--- src/rtl/arbiter_4x2_rr.sv ---
// Four-requester round-robin arbiter with a per-grant hold limit and a one-cycle gap between owners.
// Optional ARB_LOCK_EN macro adds a lock input that suspends the hold limit while asserted.
module arbiter_4x2_rr #(
  parameter int MAX_HOLD = 8
) (
  input  logic       clk,
  input  logic       rst_n,
  input  logic [3:0] req,
`ifdef ARB_LOCK_EN
  input  logic       lock,
`endif
  output logic [3:0] gnt,
  output logic [1:0] gnt_idx,
  output logic       gnt_vld,
  output logic       hold_exp
);

  // state | meaning
  // IDLE  | no owner, arbitrate on every edge
  // BUSY  | gnt held by gnt_idx, hold_cnt counting
  // GAP   | one dead cycle after a release, then arbitrate
  typedef enum logic [1:0] {IDLE, BUSY, GAP} state_t;

  localparam logic [7:0] HOLD_LAST = 8'(MAX_HOLD - 1);

  state_t     state;
  logic [1:0] ptr;
  logic [7:0] hold_cnt;
  logic [1:0] pick;
  logic       pick_vld;
  logic       owner_req;
  logic       limit_hit;
  logic       lock_act;

`ifdef ARB_LOCK_EN
  assign lock_act = lock;
`else
  assign lock_act = 1'b0;
`endif

  assign owner_req = req[gnt_idx];
  assign limit_hit = (hold_cnt == HOLD_LAST) && !lock_act;

  // Descending loop so the nearest set bit at or after ptr wins.
  always_comb begin
    pick     = ptr;
    pick_vld = 1'b0;
    for (int k = 3; k >= 0; k--) begin
      if (req[ptr + 2'(k)]) begin
        pick     = ptr + 2'(k);
        pick_vld = 1'b1;
      end
    end
  end

  always_ff @(posedge clk or negedge rst_n) begin
    if (!rst_n) begin
      state    <= IDLE;
      ptr      <= 2'd0;
      hold_cnt <= 8'd0;
      gnt      <= 4'b0000;
      gnt_idx  <= 2'd0;
      gnt_vld  <= 1'b0;
      hold_exp <= 1'b0;
    end else begin
      case (state)
        IDLE, GAP: begin
          hold_exp <= 1'b0;
          hold_cnt <= 8'd0;
          if (pick_vld) begin
            state   <= BUSY;
            gnt     <= 4'b0001 << pick;
            gnt_idx <= pick;
            gnt_vld <= 1'b1;
          end else begin
            state   <= IDLE;
            gnt     <= 4'b0000;
            gnt_idx <= 2'd0;
            gnt_vld <= 1'b0;
          end
        end
        BUSY: begin
          if (!owner_req || limit_hit) begin
            state    <= GAP;
            ptr      <= gnt_idx + 2'd1;
            hold_cnt <= 8'd0;
            gnt      <= 4'b0000;
            gnt_idx  <= 2'd0;
            gnt_vld  <= 1'b0;
            // A limit release with the request still up is the only forced release.
            hold_exp <= owner_req;
          end else if (hold_cnt != HOLD_LAST) begin
            hold_cnt <= hold_cnt + 8'd1;
          end
        end
        default: begin
          state    <= IDLE;
          gnt      <= 4'b0000;
          gnt_idx  <= 2'd0;
          gnt_vld  <= 1'b0;
          hold_exp <= 1'b0;
        end
      endcase
    end
  end

endmodule
--- config.mk ---
export PLATFORM = sky130hd
export DESIGN_NAME = arbiter_4x2_rr
export DESIGN_NICKNAME = d
export VERILOG_FILES = /design/src/rtl/arbiter_4x2_rr.sv
export SDC_FILE = /design/constraint.sdc
export NUM_CORES = 1
export LEC_CHECK = 0
export CORE_UTILIZATION = 53
export DETAILED_ROUTE_END_ITERATION = 8
export GPL_ROUTABILITY_DRIVEN = 0
export PLACE_DENSITY = 0.77
export SLEW_MARGIN = 30
export SYNTH_ARGS = -nofsm -noshare
export SYNTH_HDL_FRONTEND = slang
export SYNTH_SLANG_ARGS = --single-unit
--- constraint.sdc ---
create_clock -name clk -period 2.5 [get_ports clk]
set_input_delay 0.25 -clock clk [delete_from_list [all_inputs] [get_ports clk]]
set_output_delay 0.25 -clock clk [all_outputs]
set_load 0.01 [all_outputs]
* Word-level counts from Yosys, hierarchy flattened *
Index checks and enable logic that the tools add are counted.
Widths: inputs -> output; s select.

word-level totals
  memory bits (read-only) = 0
  input port bits = 6
  word-level logic and storage cells = 66
  output and inout bits = 8
  memories = 0
  RAM bits = 0
  latch bits = 0
  register bits = 20

cells by class
  reduce and logical (&&, ||, !) cells = 7
  magnitude comparators = 5
  bitwise gates (word level) = 0
  add/sub/neg operators = 5
  div/mod/pow operators = 0
  multiply operators = 0
  shift operators = 1
  eq/ne operators = 6
  multiplexer cells = 35

operators by type and width
  cell                 number
  $mux 8               2
  $pmux 8 s2           1
  $lt 2x3->1 const B   5
  $mux 1               14
  $mux 2               7
  $bmux 1 s2           5
  $add 8x1->8 const B  1
  $eq 8x3->1 const B   1
  $mux 4               2
  $ne 8x3->1 const B   1
  $pmux 2 s2           2
  $pmux 4 s2           1
  $add 2x1->2 const B  2
  $add 2x2->2 const B  2
  $reduce_and 2->1     2
  $shl 1x2->4 const A  1
  $ne 3x3->1 const B   1
  $eq 2x1->1 const B   1
  $eq 2x2->1 const B   1
  $logic_not 2->1      1
  $ne 2x2->1 const B   1
  $pmux 1 s2           1
  $reduce_bool 2->1    1
  $reduce_or 2->1      1
  2 further kinds      2

* Longest topological paths before layout *
  depth after elaboration = 10
  depth in mapped cells = 5

* Worst setup path before layout *
No wires, ideal clock.

  path type = register to register
  start point = register hold_cnt[3]
  end point = register ptr[1]
  period minus slack after synthesis = 1.720 ns
  library setup time = 0.125 ns
  arrival = 1.595 ns
  data required time = 2.375 ns
  stages on the path, launching flop included = 5
  setup slack = 0.780 ns
  path through = dfrtp_1 > or4_4 > o31ai_2 > nand2_1 > mux2_4

between the ends
  word-level cells in the longest chain between the ends = 3

ends and longest elaborated chain
  what                               line  RTL
  start: declaration                 28    logic [7:0] hold_cnt;
  start signal: assignment           93    hold_cnt <= hold_cnt + 8'd1;
  $eq 8x3->1                         42    assign limit_hit = (hold_cnt == HOLD_LAST) && !lock_act;
  $logic_or 1x1->1                   83    if (!owner_req || limit_hit) begin
  $reduce_and 2->1 (no source line)  n/a
  end signal: assignment             85    ptr <= gnt_idx + 2'd1;
  end: declaration                   27    logic [1:0] ptr;

No other way between the ends.
A chain may end at the register's enable or synchronous reset.

* Worst setup path after layout *
Ends and elaborated chain as after synthesis.

==> flow_metrics.tcl <==
set metrics [dict create \
    numCtsBuffers 3 \
    grt_max_degree 21 \
    pwr-share-seq 0.443 \
    cts_tree "built" \
    status "completed" \
    netlist_instances 103 \
    p_comb_frac 0.423 \
    first_global_vias 751 \
    fmax_ghz 0.541 \
    hold_buffers 0 \
    chipWidth_um 46.3 \
    first_iter_violations 20 \
    power_uw 1110 \
    yosysSeqAreaShare 0.482 \
    drtPass1Iterations 4 \
    num_rows 15 \
    cp.required_ps 2690 \
    leakagePower_uw 0.000546 \
    finalCriticalPeriod_ps 1850 \
    io_pins 14 \
    cap_violations 0 \
    grt_usage 0.221 \
    core_sq_um 1780 \
    post_cts_buffers 0 \
    nNetsFinal 128 \
    vias 846 \
    synth_area_per_cell_sq_um 10.1 \
    hold_class "input port to asynchronous set/reset pin" \
    wl_per_cell_um 14.1 \
    tightest_slew_ps 621 \
    drive_above_1_share 0.101 \
    rsz0062_at_grt "no" \
    startpoint_type "flip-flop" \
    p_int_uw 704 \
    htree_levels 1 \
    clock_path_buffers 2 \
    final.period_utilization 0.739 \
    yosysUniqueCellTypes 33 \
    switching_share 0.368 \
    drc 0 \
    synth_area_sq_um 1040 \
    die_area_sq_um 2140 \
    relSlewSlack 0.582 \
    synth_top_area_share 0.482 \
    antenna_found_initial 0 \
    clock_skew_ps 3.62 \
    ff_latch_area_sq_um 500 \
    crit_type "flip-flop to flip-flop" \
    dp_hpwl_um 1510 \
    setup_viol 0 \
    tns_ps 0 \
    cts.repair.resized 0 \
    cts_root_buffer "clkbuf_4" \
    ys_ff_latch 20 \
    io_buffers 13 \
    p_sw_uw 410 \
    wirelength_um 2030 \
    fillers 152 \
    power_density_nw_per_um2 909 \
    endpoint_kind "flip-flop" \
    synth_top_area_cell "dfrtp_1" \
    slew_viol_final 0 \
    grt_first_pass_wirelength_um 3250 \
    die_h_um 46.3 \
    clock_latency_ps 300 \
    pwr-share-clk 0.134 \
    multi_input_area_sq_um 519 \
    yosysWarnings 0 \
    area_delta_synth_final_pct 18.1 \
    syn_nets 110 \
    peakVddDrop_mv 0.619 \
    drt-vias-per-instance 5.88 \
    diodes 0 \
    clkSinkCount 20 \
    cp.arrival_ps 2040 \
    initial_utilization 0.582 \
    hold_viol_final 0 \
    synth_area_leaders "dfrtp_1 (48%), nand2_1 (4.7%), o21ai_0 (3.9%)" \
    path_max_fanout 7 \
    cts.clk_slew.worst_paths_ps 100 \
    grt_overflow 0 \
    antenna_left 0 \
]
Yosys cell counts:
library cell,count
nor2_2,1
o211ai_1,1
clkbuf_1,1
or4_1,2
o22ai_1,1
nor2_1,5
mux2i_1,2
inv_1,4
mux2_4,1
o31ai_1,3
and2_1,2
a221o_1,1
o21ai_0,8
dfrtp_1,20
xor2_1,2
or2_2,1
nand3_1,7
a31oi_1,2
or4_4,1
a32o_1,2
mux4_2,1
a21o_1,5
a22o_1,3
a21oi_1,2
or3_4,1
o211a_1,1
nor4_1,2
nor2b_1,3
ha_1,1
nand2_1,13
nor3_2,1
o31ai_2,1
nor3_1,2
area by class of cell:
class                   count  share of cell area
clock buffers               3              0.0184
inverters                   4              0.0122
multi-input cells          78               0.423
flip-flops and latches     20               0.408
well taps                  25              0.0255
repair buffers             14               0.112
layer usage:
layer | part of all wire | routed length, um | track usage | vias to the layer above
li1 | - | - | - | 419
met1 | 0.50 | 1010 | 0.307 | 407
met2 | 0.43 | 879 | 0.324 | 16
met3 | 0.054 | 109 | 0.0471 | 4
met4 | 0.012 | 25 | 0.106 | 0
met5 | 0 | 0 | 0 | -
per-stage QoR:
stage	util	setup slack (ps)	instances	hold WS, ps	instance area [sq um]
global route	0.688	581	144	299	1230
CTS	0.688	650	144	270	1230
floorplan	-	780	103	-45.6	1040
global placement	0.675	450	141	467	1200
finish	0.688	652	144	269	1230
detailed placement	0.675	412	141	471	1200
cell usage in the layout (no fill, tap or decap), drive strengths merged, types with 2 or more instances in the layout:
| cell type | count |
|---|---|
| or4 | 3 |
| dfrtp | 20 |
| nor2b | 3 |
| o21ai | 8 |
| mux2i | 2 |
| nor3 | 3 |
| and2 | 2 |
| a22o | 3 |
| nor2 | 6 |
| nand2 | 13 |
| o31ai | 4 |
| a21o | 5 |
| nand3 | 7 |
| clkdlybuf4s50 | 13 |
| inv | 4 |
| nor4 | 2 |
| a31oi | 2 |
| xor2 | 2 |
| a21oi | 2 |
| clkbuf | 3 |
| a32o | 2 |
flip-flops by register name (all words and copies together), names as in the netlist:
signal	cells
gnt	4
hold_cnt	8
ptr	2
gnt_idx	2
state	2
gnt_vld	1
hold_exp	1
worst max-delay path: stages (launching register included):
cell,delay [ps]
dfrtp_1,460
or4_4,580
o31ai_2,210
nand2_1,160
mux2_4,320
cell families (layout without fill, tap and decap cells):
| family | after synthesis | count (layout) | share of synthesized area |
|---|---|---|---|
| AND/OR/NAND/NOR | 41 | 41 | 0.208 |
| AO/OA/AOI/OAI | 30 | 30 | 0.207 |
| flip-flops | 20 | 20 | 0.482 |
| buffers and inverters | 5 | 21 | 0.0181 |
| multiplexers | 4 | 4 | 0.0554 |
| XOR/XNOR | 2 | 2 | 0.0169 |
| adder cells (fa/ha/maj) | 1 | 1 | 0.0120 |
power groups by stage:
stage / logic [uW] / clock network [uW] / registers (uW)
floorplan: 276 / 0 / 508
global placement: 464 / 0 / 499
detailed placement: 472 / 0 / 502
CTS: 473 / 154 / 496
global route: 515 / 167 / 509
finish: 472 / 149 / 494
worst paths after layout:
kind | endpoint | slack, ps | cells after the start | from
min reg2reg | gnt_vld | 500 | 1 | gnt_vld
max in group asynchronous | hold_cnt[0] | 2020 | 2 | rst_n
max reg2reg | ptr[1] | 650 | 4 | hold_cnt[3]
max | ptr[1] | 650 | 4 | hold_cnt[3]
min in group clk | gnt_vld | 500 | 1 | gnt_vld
min | ptr[1] | 270 | 2 | rst_n
(Power assumes the default switching activity.)
